## config.mk

```make
export PLATFORM = sky130hd
export DESIGN_NAME = mem_port_arbiter
export DESIGN_NICKNAME = d
export VERILOG_FILES = /design/src/rtl/mem_port_arbiter.sv
export SDC_FILE = /design/constraint.sdc
export NUM_CORES = 1
export LEC_CHECK = 0
export ABC_CLOCK_PERIOD_IN_PS = 2100
export BUFFER_PORTS_ARGS = -buffer_cell sky130_fd_sc_hd__buf_2
export CORE_MARGIN = 8
export CORE_UTILIZATION = 30
export CTS_BUF_LIST = sky130_fd_sc_hd__clkbuf_16
export CTS_CLUSTER_DIAMETER = 80
export CTS_CLUSTER_SIZE = 40
export DETAILED_ROUTE_END_ITERATION = 6
export HOLD_SLACK_MARGIN = 0.05
export PLACE_DENSITY_LB_ADDON = 0.15
export SLEW_MARGIN = 20
export SYNTH_ARGS = -nofsm -noshare
export SYNTH_HDL_FRONTEND = slang
export SYNTH_SLANG_ARGS = --single-unit
export TNS_END_PERCENT = 30
```

## constraint.sdc

```tcl
create_clock -name clk -period 2.1 [get_ports clk]
set_clock_uncertainty 0.1 [all_clocks]
set_input_delay 0.105 -clock clk [delete_from_list [all_inputs] [get_ports clk]]
set_output_delay 0.105 -clock clk [all_outputs]
set_load 0.02 [all_outputs]
```

## src/rtl/mem_port_arbiter.sv

```systemverilog
// Shares one memory port between instruction fetch and data access, one transaction at a time, data first.
// A fetch or load/store answers 3 cycles after it is granted at minimum; m_addr_ok/m_data_ok wait states stretch that.
module mem_port_arbiter #(
  parameter int ADDR_W = 32,
  parameter int DATA_W = 32
) (
  input  logic                  clk,
  input  logic                  rst,
  input  logic                  flush,

  input  logic                  inst_req,
  input  logic [ADDR_W-1:0]     inst_addr,
  output logic [DATA_W-1:0]     inst_rdata,
  output logic                  inst_data_ok,

  input  logic                  data_req,
  input  logic                  data_wr,
  input  logic [1:0]            data_size,
  input  logic [ADDR_W-1:0]     data_addr,
  input  logic [DATA_W/8-1:0]   data_wstrb,
  input  logic [DATA_W-1:0]     data_wdata,
  output logic [DATA_W-1:0]     data_rdata,
  output logic                  data_data_ok,

  output logic                  stallreq_inst,
  output logic                  stallreq_data,

  output logic                  m_req,
  output logic                  m_wr,
  output logic [1:0]            m_size,
  output logic [ADDR_W-1:0]     m_addr,
  output logic [DATA_W/8-1:0]   m_wstrb,
  output logic [DATA_W-1:0]     m_wdata,
  input  logic                  m_addr_ok,
  input  logic                  m_data_ok,
  input  logic [DATA_W-1:0]     m_rdata
);

  typedef enum logic [1:0] {IDLE, ADDR, DATA, RESP} state_t;

  state_t state;
  logic   owner_inst;
  logic   owner_data;
  logic   cancel;
  logic   resp_inst;
  logic   resp_data;

  always_ff @(posedge clk) begin
    if (rst) begin
      state      <= IDLE;
      owner_inst <= 1'b0;
      owner_data <= 1'b0;
      cancel     <= 1'b0;
      resp_inst  <= 1'b0;
      resp_data  <= 1'b0;
      m_req      <= 1'b0;
      m_wr       <= 1'b0;
      m_size     <= 2'd0;
      m_addr     <= '0;
      m_wstrb    <= '0;
      m_wdata    <= '0;
      inst_rdata <= '0;
      data_rdata <= '0;
    end else begin
      case (state)
        IDLE: begin
          if (data_req) begin
            owner_data <= 1'b1;
            owner_inst <= 1'b0;
            cancel     <= 1'b0;
            m_req      <= 1'b1;
            m_wr       <= data_wr;
            m_size     <= data_size;
            m_addr     <= data_addr;
            m_wstrb    <= data_wstrb;
            m_wdata    <= data_wdata;
            state      <= ADDR;
          end else if (inst_req) begin
            owner_data <= 1'b0;
            owner_inst <= 1'b1;
            cancel     <= 1'b0;
            m_req      <= 1'b1;
            m_wr       <= 1'b0;
            m_size     <= 2'd2;
            m_addr     <= inst_addr;
            m_wstrb    <= '0;
            m_wdata    <= '0;
            state      <= ADDR;
          end
        end
        ADDR: begin
          // A flushed fetch still runs to completion on the port; only its answer is dropped.
          if (owner_inst && flush) cancel <= 1'b1;
          if (m_addr_ok) begin
            m_req <= 1'b0;
            state <= DATA;
          end
        end
        DATA: begin
          if (owner_inst && flush) cancel <= 1'b1;
          if (m_data_ok) begin
            if (owner_inst) inst_rdata <= m_rdata;
            else            data_rdata <= m_rdata;
            resp_inst <= owner_inst & ~cancel & ~flush;
            resp_data <= owner_data;
            state     <= RESP;
          end
        end
        RESP: begin
          resp_inst  <= 1'b0;
          resp_data  <= 1'b0;
          owner_inst <= 1'b0;
          owner_data <= 1'b0;
          state      <= IDLE;
        end
        default: state <= IDLE;
      endcase
    end
  end

  // A flush landing in the response cycle itself must still kill the fetch answer.
  assign inst_data_ok  = resp_inst & ~flush;
  assign data_data_ok  = resp_data;

  assign stallreq_inst = inst_req & ~inst_data_ok;
  assign stallreq_data = data_req & ~data_data_ok;

endmodule

```

==> metrics <==
number of antenna violations at the first check in global routing=1; synthesis-stage register bit count=143; number of H-tree levels=4; Placed Instances=1084; ANT nets after route=0; path class of the lowest-slack min-delay path=in2reg; Synth Cell Area=0.00554 mm^2; number of vias per cell after detailed routing=4.50; M1 WL=8190 um; fraction of post-synthesis cell area in the top cell type by area=0.517; worst slew margin relative to its limit=0.622; via count of the first global-routing pass=5841; library cells used by synthesis=32; Warnings, synthesis=0; unrepaired setup endpoints after global routing=no; net switching power=3.55 mW; result of the run=completed; launching element type of the critical path=flip-flop; share of flip-flops with an asynchronous set or reset=0; placeable core area=0.0180 mm^2; CTS Root Buffer Type=clkbuf_16; largest net degree at the start of global routing=53; clock share of power=0.303; CTS sink count=143; Max clock buf depth=2; critical-path maximum fanout=6; io pins=282; highest metal layer used by the detailed router=met4; die width=152 um; final worst path period share=0.932; area growth from synthesis to layout=65.7%; post-synthesis instance total=608; I/O Buffers=281; critical path capture point type=flip-flop; portion of the post-synthesis area used by sequential elements=0.517; area of the die=0.0231 mm^2; fin. max-slew vios=0; Post-synth EDFFs=0; met2 wire len=9530 um; vertical die dimension=152 um; top-count cell post-synth=dfxtp_1; Via Count=5655; Yosys top cell by area=dfxtp_1; TritonCTS clock tree=built; Post-route DRC=0; top cell types by occurrence after synthesis=143 x dfxtp_1, 130 x nand2_1, 73 x nor2_1, 69 x a21oi_1, 39 x a22oi_1; Post-Route Setup TNS=0 ns; internal power consumption=6.33 mW; placer's final routability congestion estimate=0.732; DP Wirelength=12800 um; cells taking the most area after synthesis=dfxtp_1 52%, nand2_1 8.8%, a211oi_2 6.8%; met3 layer wire length in the routed design=1250 um; power density over the cells=1080 mW/mm^2; global router's overall resource usage=0.162; Setup Crit Path Kind=reg2reg; Syn Nets=755; total grt overflow=0; sw frac=0.359; DRT Wirelength=19300 um; number of core rows=49; required time of the critical path=2.34 ns; initial core utilization=0.307; wire length of the first global-routing pass=30900 um; main flop type after synthesis=dfxtp_1; post-synthesis average cell area=9.10 um^2; Max-Cap Viols=0; Hold Violations, Final=0; Final setup violation count=0; clock slew seen by the registers of the worst setup and hold paths=0.06 ns; share of total power in sequential cells=0.345; Clk Latency, worst-skew pair=0.40 ns; Initial DRC Count=196; number of buffers inserted during clock tree synthesis=17; arrival time reported for the critical path endpoint=2.19 ns; Logic pwr share=0.351; Final Non-Filler Cells=1257; final worst path period need=1.96 ns; fraction of layout cells with a size suffix above 1=0.352; Initial DRT Pass Iterations=5; filler cell count=1712; net total in the final layout=1161; slew at the pin closest to its max-slew limit=0.567 ns; timing-limited maximum frequency=0.511 GHz; Peak VDD IR=0.000671 V; per-cell routed wire length=15.4 um; leakage power total=4.15 nW; post-CTS setup buffers=0
## what timing repair did
item,4_1_cts,5_1_grt
gates resized for setup,0,1
endpoints found under the hold margin,141,0
hold buffers,140,0
endpoints found under the setup margin,0,13
## flip-flops by register name (all words and copies together) (netlist names), 2 cells and up
name,flops
m_wstrb,4
inst_rdata,32
m_addr,32
m_wdata,32
state,2
data_rdata,32
m_size,2
## critical path, stage by stage, from the launching register on
cell	delay, ns
dfxtp_1	0.32
inv_1	0.12
ha_1	0.27
or4bb_1	0.40
dlygate4sd3_1	0.56
a21oi_1	0.11
## power by group through the flow
stage | clock (mW) | sequential [mW] | combinational, mW
5_1_grt | 3.22 | 3.47 | 3.79
4_1_cts | 3.10 | 3.41 | 3.50
3_3_place_gp | 0 | 3.46 | 3.26
3_5_place_dp | 0 | 3.46 | 3.28
2_1_floorplan | 0 | 3.99 | 1.78
6_report | 2.99 | 3.41 | 3.47
## cell usage in the layout, fill, tap and decap left out
| cell type | instances |
|---|---|
| a211o_1 | 1 |
| a211oi_1 | 3 |
| a211oi_2 | 30 |
| a21oi_1 | 69 |
| a22oi_1 | 39 |
| and2_1 | 1 |
| and3_1 | 1 |
| and3b_1 | 1 |
| buf_12 | 7 |
| buf_2 | 280 |
| buf_4 | 10 |
| buf_6 | 1 |
| bufinv_16 | 2 |
| clkbuf_16 | 17 |
| clkinv_1 | 1 |
| clkinv_4 | 3 |
| clkinvlp_4 | 4 |
| dfxtp_1 | 143 |
| diode_2 | 1 |
| dlygate4sd3_1 | 140 |
| ha_1 | 5 |
| inv_1 | 4 |
| inv_6 | 3 |
| inv_8 | 1 |
| mux2i_1 | 34 |
| nand2_1 | 130 |
| nand2b_1 | 4 |
| nand3_1 | 1 |
| nand3b_1 | 1 |
| nand4b_1 | 2 |
| nor2_1 | 73 |
| nor2b_1 | 5 |
| nor3_1 | 2 |
| nor3b_2 | 1 |
| nor4_1 | 1 |
| o21a_2 | 1 |
| o21ai_0 | 4 |
| o21ai_2 | 1 |
| or4bb_1 | 1 |
## layer usage
metal | up-vias | track usage
met3 | 26 | 0.0646
li1 | 2883 | -
met1 | 2575 | 0.182
met2 | 171 | 0.276
met4 | 0 | 0.0495
met5 | - | 0
## metrics by stage
step                      cell area, um^2  utilization  total power [mW]  hold WS (ns)  setup WS, ns
after global placement               7180        0.398              6.73         0.251         0.438
after floorplan                      5540            -              5.77         0.141         0.563
after detailed placement             7180        0.398              6.74         0.260         0.408
after global routing                 9170        0.509              10.5        0.0766        0.0315
after CTS                            9170        0.509              10.0        0.0617        0.0762
final                                9170        0.509              9.88        0.0778         0.142
## cell families (layout without fill, tap and decap cells)
logic type                 Yosys count  after routing  share of synthesized area
DFF                                143            143                      0.517
buffers and inverters               54            473                     0.0504
and+or+nand+nor                    224            224                      0.164
AOI/OAI and AO/OA                  148            148                      0.195
muxes                               34             34                     0.0615
adders and majority gates            5              5                     0.0113
other                                0              1                          0
## worst paths after layout
check,startpoint,end,slack (ns),depth (start not counted)
setup / recovery,state[0],owner_inst,0.14,5
hold / removal,rst,resp_inst,0.08,2
setup reg to reg,state[0],owner_inst,0.14,5
hold reg to reg,data_rdata[9],data_rdata[9],0.35,2
## final cells by class
type	instances	area, um^2	area share
antenna	1	2.50	0.000273
timing repair buffer	438	3030	0.330
multi-input combinational	411	2390	0.261
clock buffer	17	425	0.0464
sequential	143	2860	0.312
clock inverter	15	161	0.0176
tap	229	287	0.0312
inverter	3	11.3	0.00123
(Power assumes the default switching activity.)
